### config.mk
export PLATFORM = sky130hd
export DESIGN_NAME = pll_clock_manager
export DESIGN_NICKNAME = d
export VERILOG_FILES = /design/src/rtl/pll_clock_manager_pkg.sv /design/src/rtl/pll_clock_manager_ce_divider.sv /design/src/rtl/pll_clock_manager.sv
export SDC_FILE = /design/constraint.sdc
export NUM_CORES = 1
export LEC_CHECK = 0
export CORE_ASPECT_RATIO = 1.5
export CORE_MARGIN = 3
export CORE_UTILIZATION = 45
export DETAILED_ROUTE_END_ITERATION = 12
export SLEW_MARGIN = 15
export SYNTH_ARGS = -nofsm -noshare
export SYNTH_HDL_FRONTEND = slang
export SYNTH_SLANG_ARGS = --single-unit
### constraint.sdc
create_clock -name clock_in -period 7.15 [get_ports clock_in]
set_input_delay 1.43 -clock clock_in [delete_from_list [all_inputs] [get_ports clock_in]]
set_output_delay 1.43 -clock clock_in [all_outputs]
set_load 0.02 [all_outputs]
### src/rtl/pll_clock_manager_pkg.sv
// Shared definitions for the post-PLL clock/reset manager: FSM encodings,
// loss counter width and a constant-foldable clog2 helper.
package pll_clock_manager_pkg;

  typedef enum logic [1:0] {
    ST_WAIT_LOCK = 2'd0,
    ST_STABLE    = 2'd1,
    ST_RELEASE   = 2'd2,
    ST_RUN       = 2'd3
  } state_t;

  localparam int LOSS_CNT_W = 8;

  function automatic int clog2(input int value);
    int res;
    res = 0;
    for (int i = 0; i < 31; i++) begin
      if ((32'sd1 <<< i) < value) begin
        res = i + 1;
      end
    end
    return res;
  endfunction

endpackage

### src/rtl/pll_clock_manager_ce_divider.sv
// One clock-enable channel: counts 0..div-1 while running and strobes on the
// last count. New divisors wait in a pending register until the next wrap.
module ce_divider #(
  parameter int               DIV_W   = 16,
  parameter logic [DIV_W-1:0] DIV_RST = 16'd2
) (
  input  logic             clock_in,
  input  logic             reset_n,
  input  logic             run,
  input  logic             wr_en,
  input  logic [DIV_W-1:0] wr_val,
  output logic             ce
);

  logic [DIV_W-1:0] cnt_r;
  logic [DIV_W-1:0] div_r;
  logic [DIV_W-1:0] pend_r;
  logic             pend_vld_r;
  logic             run_r;
  logic             ce_r;

  logic [DIV_W-1:0] last_s;
  logic             wrap_s;
  logic             apply_s;
  logic [DIV_W-1:0] div_next_s;
  logic [DIV_W-1:0] cnt_next_s;
  logic [DIV_W-1:0] last_next_s;
  logic             ce_next_s;

  // Look one cycle ahead so the strobe can come straight out of a flop.
  always_comb begin
    last_s      = {DIV_W{1'b0}};
    last_next_s = {DIV_W{1'b0}};
    if (div_r > DIV_W'(1)) begin
      last_s = div_r - DIV_W'(1);
    end else begin
      last_s = {DIV_W{1'b0}};
    end
    wrap_s     = run_r && (cnt_r == last_s);
    apply_s    = pend_vld_r && (!run_r || wrap_s);
    div_next_s = apply_s ? pend_r : div_r;
    if (!run || !run_r || wrap_s) begin
      cnt_next_s = {DIV_W{1'b0}};
    end else begin
      cnt_next_s = cnt_r + DIV_W'(1);
    end
    if (div_next_s > DIV_W'(1)) begin
      last_next_s = div_next_s - DIV_W'(1);
    end else begin
      last_next_s = {DIV_W{1'b0}};
    end
    ce_next_s = run && (cnt_next_s == last_next_s);
  end

  // Counter, active divisor, pending divisor and strobe registers.
  always_ff @(posedge clock_in or negedge reset_n) begin
    if (!reset_n) begin
      cnt_r      <= {DIV_W{1'b0}};
      div_r      <= DIV_RST;
      pend_r     <= {DIV_W{1'b0}};
      pend_vld_r <= 1'b0;
      run_r      <= 1'b0;
      ce_r       <= 1'b0;
    end else begin
      cnt_r <= cnt_next_s;
      div_r <= div_next_s;
      run_r <= run;
      ce_r  <= ce_next_s;
      // A write landing on the wrap cycle is kept for the following wrap.
      if (wr_en) begin
        pend_r     <= wr_val;
        pend_vld_r <= 1'b1;
      end else if (apply_s) begin
        pend_vld_r <= 1'b0;
      end else begin
        pend_vld_r <= pend_vld_r;
      end
    end
  end

  assign ce = ce_r;

endmodule

### src/rtl/pll_clock_manager.sv
// Post-PLL clock/reset manager: qualifies PLL lock, sequences the downstream
// reset and drives the per-channel clock-enable dividers.
module pll_clock_manager
  import pll_clock_manager_pkg::*;
#(
  parameter int                      NUM_CH            = 4,
  parameter int                      DIV_W             = 16,
  parameter logic [NUM_CH*DIV_W-1:0] DIV_INIT          = {NUM_CH{16'd2}},
  parameter int                      LOCK_HOLD_CYCLES  = 1024,
  parameter int                      RESET_HOLD_CYCLES = 16,
  localparam int                     CH_W              = (NUM_CH > 1) ? clog2(NUM_CH) : 1
) (
  input  logic                  clock_in,
  input  logic                  reset_n,
  input  logic                  pll_locked,
  input  logic                  div_wr_en,
  input  logic [CH_W-1:0]       div_wr_ch,
  input  logic [DIV_W-1:0]      div_wr_val,
  output logic                  rst_out_n,
  output logic [NUM_CH-1:0]     ce_out,
  output logic                  ready,
  output logic [LOSS_CNT_W-1:0] lock_loss_count,
  output logic [1:0]            state
);

  localparam int HOLD_MAX = (LOCK_HOLD_CYCLES > RESET_HOLD_CYCLES) ? LOCK_HOLD_CYCLES
                                                                    : RESET_HOLD_CYCLES;
  localparam int HOLD_W = clog2(HOLD_MAX) + 1;
  localparam logic [HOLD_W-1:0] LOCK_LAST  = HOLD_W'(LOCK_HOLD_CYCLES - 1);
  localparam logic [HOLD_W-1:0] RESET_LAST = HOLD_W'(RESET_HOLD_CYCLES - 1);

  logic                  lock_meta_r;
  logic                  lock_sync_r;
  state_t                state_r;
  state_t                state_next_s;
  logic [HOLD_W-1:0]     hold_cnt_r;
  logic [HOLD_W-1:0]     hold_next_s;
  logic [LOSS_CNT_W-1:0] loss_cnt_r;
  logic [LOSS_CNT_W-1:0] loss_next_s;
  logic                  run_r;
  logic                  run_next_s;

  // Two-flop synchroniser for the asynchronous PLL lock flag.
  always_ff @(posedge clock_in or negedge reset_n) begin
    if (!reset_n) begin
      lock_meta_r <= 1'b0;
      lock_sync_r <= 1'b0;
    end else begin
      lock_meta_r <= pll_locked;
      lock_sync_r <= lock_meta_r;
    end
  end

  // Lock qualification sequence, hold counting and lock-loss accounting.
  always_comb begin
    state_next_s = state_r;
    hold_next_s  = hold_cnt_r;
    loss_next_s  = loss_cnt_r;
    case (state_r)
      ST_WAIT_LOCK: begin
        hold_next_s = {HOLD_W{1'b0}};
        if (lock_sync_r) begin
          state_next_s = ST_STABLE;
        end else begin
          state_next_s = ST_WAIT_LOCK;
        end
      end
      ST_STABLE: begin
        if (!lock_sync_r) begin
          state_next_s = ST_WAIT_LOCK;
          hold_next_s  = {HOLD_W{1'b0}};
        end else if (hold_cnt_r == LOCK_LAST) begin
          state_next_s = ST_RELEASE;
          hold_next_s  = {HOLD_W{1'b0}};
        end else begin
          hold_next_s = hold_cnt_r + HOLD_W'(1);
        end
      end
      ST_RELEASE: begin
        if (!lock_sync_r) begin
          state_next_s = ST_WAIT_LOCK;
          hold_next_s  = {HOLD_W{1'b0}};
        end else if (hold_cnt_r == RESET_LAST) begin
          state_next_s = ST_RUN;
          hold_next_s  = {HOLD_W{1'b0}};
        end else begin
          hold_next_s = hold_cnt_r + HOLD_W'(1);
        end
      end
      ST_RUN: begin
        hold_next_s = {HOLD_W{1'b0}};
        if (!lock_sync_r) begin
          state_next_s = ST_WAIT_LOCK;
          if (loss_cnt_r != {LOSS_CNT_W{1'b1}}) begin
            loss_next_s = loss_cnt_r + LOSS_CNT_W'(1);
          end else begin
            loss_next_s = loss_cnt_r;
          end
        end else begin
          state_next_s = ST_RUN;
        end
      end
      default: begin
        state_next_s = ST_WAIT_LOCK;
        hold_next_s  = {HOLD_W{1'b0}};
      end
    endcase
    run_next_s = (state_next_s == ST_RUN);
  end

  // State, counters and the RUN flag that drives rst_out_n/ready.
  always_ff @(posedge clock_in or negedge reset_n) begin
    if (!reset_n) begin
      state_r    <= ST_WAIT_LOCK;
      hold_cnt_r <= {HOLD_W{1'b0}};
      loss_cnt_r <= {LOSS_CNT_W{1'b0}};
      run_r      <= 1'b0;
    end else begin
      state_r    <= state_next_s;
      hold_cnt_r <= hold_next_s;
      loss_cnt_r <= loss_next_s;
      run_r      <= run_next_s;
    end
  end

  assign rst_out_n       = run_r;
  assign ready           = run_r;
  assign lock_loss_count = loss_cnt_r;
  assign state           = state_r;

  // Dividers see next-cycle RUN so all channels restart phase-aligned.
  for (genvar i = 0; i < NUM_CH; i++) begin : g_ch
    logic wr_en_s;
    assign wr_en_s = div_wr_en && (div_wr_ch == CH_W'(i));
    ce_divider #(
      .DIV_W  (DIV_W),
      .DIV_RST(DIV_INIT[i*DIV_W +: DIV_W])
    ) u_div (
      .clock_in(clock_in),
      .reset_n (reset_n),
      .run     (run_next_s),
      .wr_en   (wr_en_s),
      .wr_val  (div_wr_val),
      .ce      (ce_out[i])
    );
  end

endmodule

==> metrics.md <==
| Metric | Value |
|---|---|
| Status | `complete, no violations` |
| Drt pass-1 iters | `5` |
| CTS sink cnt | `224` |
| Required @ worst endpoint | `7570 ps` |
| Clk pin slew, worst setup/hold paths | `60 ps` |
| # diodes | `0` |
| Drt drc | `0` |
| Final #Nets | `1,893` |
| Largest net degree at the start of global routing | `173` |
| Routed WL | `49,800 um` |
| Sequential share of the synthesized area | `0.339` |
| Filler cells | `3,433` |
| Initial Utilization | `0.459` |
| Ys Warns | `0` |
| 1st-iter DRT viols | `1,103` |
| Min Tclk post-route | `6170 ps` |
| Layout cells sized above 1 | `0.124` |
| Unrepaired setup endpoints after global routing | `no` |
| GRT overflow | `0` |
| Total power | `0.00469 W` |
| # setup viols final | `0` |
| Final Cycle Share | `0.863` |
| CP Class | `register to register` |
| Final GP Congestion | `0.940` |
| Via density | `6.08` |
| FF+latch count, synth | `224` |
| Setup_tns | `0 ps` |
| All-Layer GR Usage | `0.255` |
| CTS H-Tree Depth | `1` |
| Post-DP HPWL | `38,100 um` |
| FF-to-FF End | `g_ch[1].u_div.ce` |
| Max-cap viol count | `0` |
| Antenna violations before repair | `0` |
| Die height | `241 um` |
| Crit path to | `g_ch[1].u_div.ce` |
| Post-Syn Instances | `1,885` |
| CP startpoint kind | `register` |
| Crit path DAT | `6590 ps` |
| Via count | `14,258` |
| Area growth syn-to-layout | `8.33%` |
| Post-CTS Resized | `0` |
| Reg-to-Reg Start | `g_ch[1].u_div.div_r[8]` |
| Antenna-violating nets left | `0` |
| Largest area contributor in the synthesized netlist | `dfrtp_1` |
| Predominant post-synthesis flop cell | `dfrtp_1` |
| Core Footprint | `36,100 um^2` |
| Fin. max-slew vios | `0` |
| Total die area | `39,200 um^2` |
| Synth async-reset ratio | `1.00` |
| Routed length per instance | `21.2 um` |
| Max rail drop VDD | `0.192 mV` |
| Postcts setup bufs | `0` |
| Worst hold path type | `register to register` |
| Crit-path max FO | `15` |
| Vias in the first global route | `14,317` |
| Mapped Nets | `1,929` |
| Maximum clock rate | `162 MHz` |
| Die Wd | `163 um` |
| Reg2reg path depth | `19` |
| Synth cell types | `95` |
| Clock buffer depth | `3` |
| Post-synth EDFFs | `0` |
| Post-Syn Area | `16,600 um^2` |
| Leading post-synthesis cells by cell area | `dfrtp_1, mux2_2, xor2_1` |
| Power Density | `261 nW/um^2` |
| Area fraction of the dominant cell type after synthesis | `0.333` |
| TritonCTS Buffers | `24` |
| LEAKAGE | `7.06 nW` |
| Worst-margin pin slew | `988 ps` |
| Cell row count | `85` |
| IO Pins | `38` |
| Clk Latency, worst-skew pair | `540 ps` |
| Setup crit start | `g_ch[1].u_div.div_r[8]` |
| Worst clock skew | `11.0 ps` |
| Syn avg cell area | `8.78 um^2` |
| Port bufs | `37` |
| CTS tree | `yes` |
| Global-route wire length before repair | `79,400 um` |
| Worst reg2reg setup slack | `980 ps` |
| Relative slew slack | `0.342` |
| Number of hold buffers added after cts | `0` |
| Final hold violation count | `0` |
| Root buffer cell | `clkbuf_16` |
| Crit. End Element | `register` |
==> cell families after synthesis <==
family	after synthesis	share of synthesized area
XOR/XNOR	225	0.121
AO/OA/AOI/OAI	288	0.120
flip-flops	224	0.339
multiplexers	154	0.103
adder cells (fa/ha/maj)	22	0.0166
AND/OR/NAND/NOR	802	0.257
buffers and inverters	170	0.0435
==> report_power, final <==
part / internal [W] / leakage, nW / total (W) / switching [W]
combinational: 0.000714 / 3.83 / 0.00160 / 0.000888
sequential: 0.00145 / 2.86 / 0.00185 / 0.000405
clock: 0.000712 / 0.362 / 0.00123 / 0.000521
total: 0.00287 / 7.06 / 0.00469 / 0.00181
==> final cells by class <==
| cell class | count | area [um^2] | share of cell area |
|---|---|---|---|
| Inverter | 57 | 214 | 0.0119 |
| Clock inverter | 4 | 50.0 | 0.00279 |
| Multi-Input combinational cell | 1491 | 10300 | 0.572 |
| Tap cell | 478 | 598 | 0.0334 |
| Timing Repair Buffer | 51 | 493 | 0.0275 |
| Sequential cell | 224 | 5610 | 0.313 |
| Clock buffer | 40 | 712 | 0.0397 |
==> sequential cells by signal, summed over array words and instances (netlist names) <==
name / count
g_ch.u_div.ce: 4
g_ch.u_div.cnt_r: 64
g_ch.u_div.div_r: 64
g_ch.u_div.pend_r: 64
g_ch.u_div.pend_vld_r: 4
g_ch.u_div.run_r: 1
hold_cnt_r: 11
lock_loss_count: 8
lock_meta_r: 1
lock_sync_r: 1
state: 2
==> how the worst min path moves through the flow <==
stage                 from     endpoint  slack, ps  cells past startpoint
2_1_floorplan  lock_meta_r  lock_sync_r        330                      0
3_3_place_gp   lock_meta_r  lock_sync_r        330                      0
3_5_place_dp   lock_meta_r  lock_sync_r        350                      0
4_1_cts        lock_meta_r  lock_sync_r        360                      0
5_1_grt        lock_meta_r  lock_sync_r        380                      0
6_report       lock_meta_r  lock_sync_r        360                      0
==> critical path: stages (launching register included) <==
cell and delay (ps):
dfrtp_1 500, nor4_1 600, and4b_1 390, nand2_1 210
and4_1 250, or3_1 350, and4_1 230, a21o_1 350
nand2_1 140, a21boi_0 330, ha_1 360, or3b_2 510
or4_1 460, nor3_1 200, xnor2_1 140, o21ai_0 140
a22o_1 210, nor4_1 260, o21ai_0 110, nor4_1 310
==> cells in the final DEF, fill, tap and decap left out, types with 6 or more instances in the layout <==
cell type,instances
o31ai_1,14
nand3b_1,8
o211ai_1,11
inv_1,56
xnor2_1,110
and2_1,14
nand3_1,79
nand2_1,166
or2_2,24
mux2i_1,37
buf_4,13
nor4_2,8
xor2_1,113
o21ai_0,65
clkbuf_16,25
clkdlybuf4s50_1,36
nor2_1,183
ha_1,22
or4_1,25
o21a_1,9
and3_1,35
a21oi_1,50
o221ai_1,6
clkbuf_1,12
nor4_1,44
nor2b_1,16
nand2b_1,18
nor3b_1,14
or3_1,17
mux2_2,113
a211oi_1,9
o22ai_1,12
and4_1,8
nor3_1,72
dfrtp_1,220
nand4b_1,8
nand4_1,27
a211o_1,8
a31oi_1,16
==> cell usage after synthesis, drive strengths merged, types with 6 or more instances <==
master and n:
inv 56, o31a 6, nand3 79, o221ai 6
or2 25, nand2 166, dfrtp 220, nand2b 18
mux2 116, o311ai 6, nor4b 6, o211ai 11
o21ai 70, nand3b 8, o22ai 12, ha 22
and2 15, a211oi 9, or4 30, nor2 183
a31oi 16, nand4 27, a211o 8, o21a 9
or3 18, nor3b 15, nand4b 8, clkbuf 77
buf 36, nor4 54, xnor2 110, xor2 113
nor3 74, a21oi 50, and3 35, and4 8
o31ai 15, mux2i 38, nor2b 16
==> through the flow <==
step           hold slack, ps   util  setup slack, ps  std cells  area [um^2]
6_report                  361  0.497              979       2345        17900
5_1_grt                   380  0.497              409       2345        17900
4_1_cts                   363  0.497              991       2345        17900
3_5_place_dp              350  0.476              998       2301        17200
3_3_place_gp              332  0.476             1060       2301        17200
2_1_floorplan             331      -             1010       1885        16600
==> routing by layer <==
layer	GRT usage	routed length, um	share of wire	vias to the layer above
li1	-	-	-	6710
met3	0.0275	1940	0.039	157
met1	0.297	19500	0.39	6990
met5	0	0	0	-
met4	0.135	2920	0.059	0
met2	0.460	25400	0.51	401
Power figures use the tool's default switching activity.
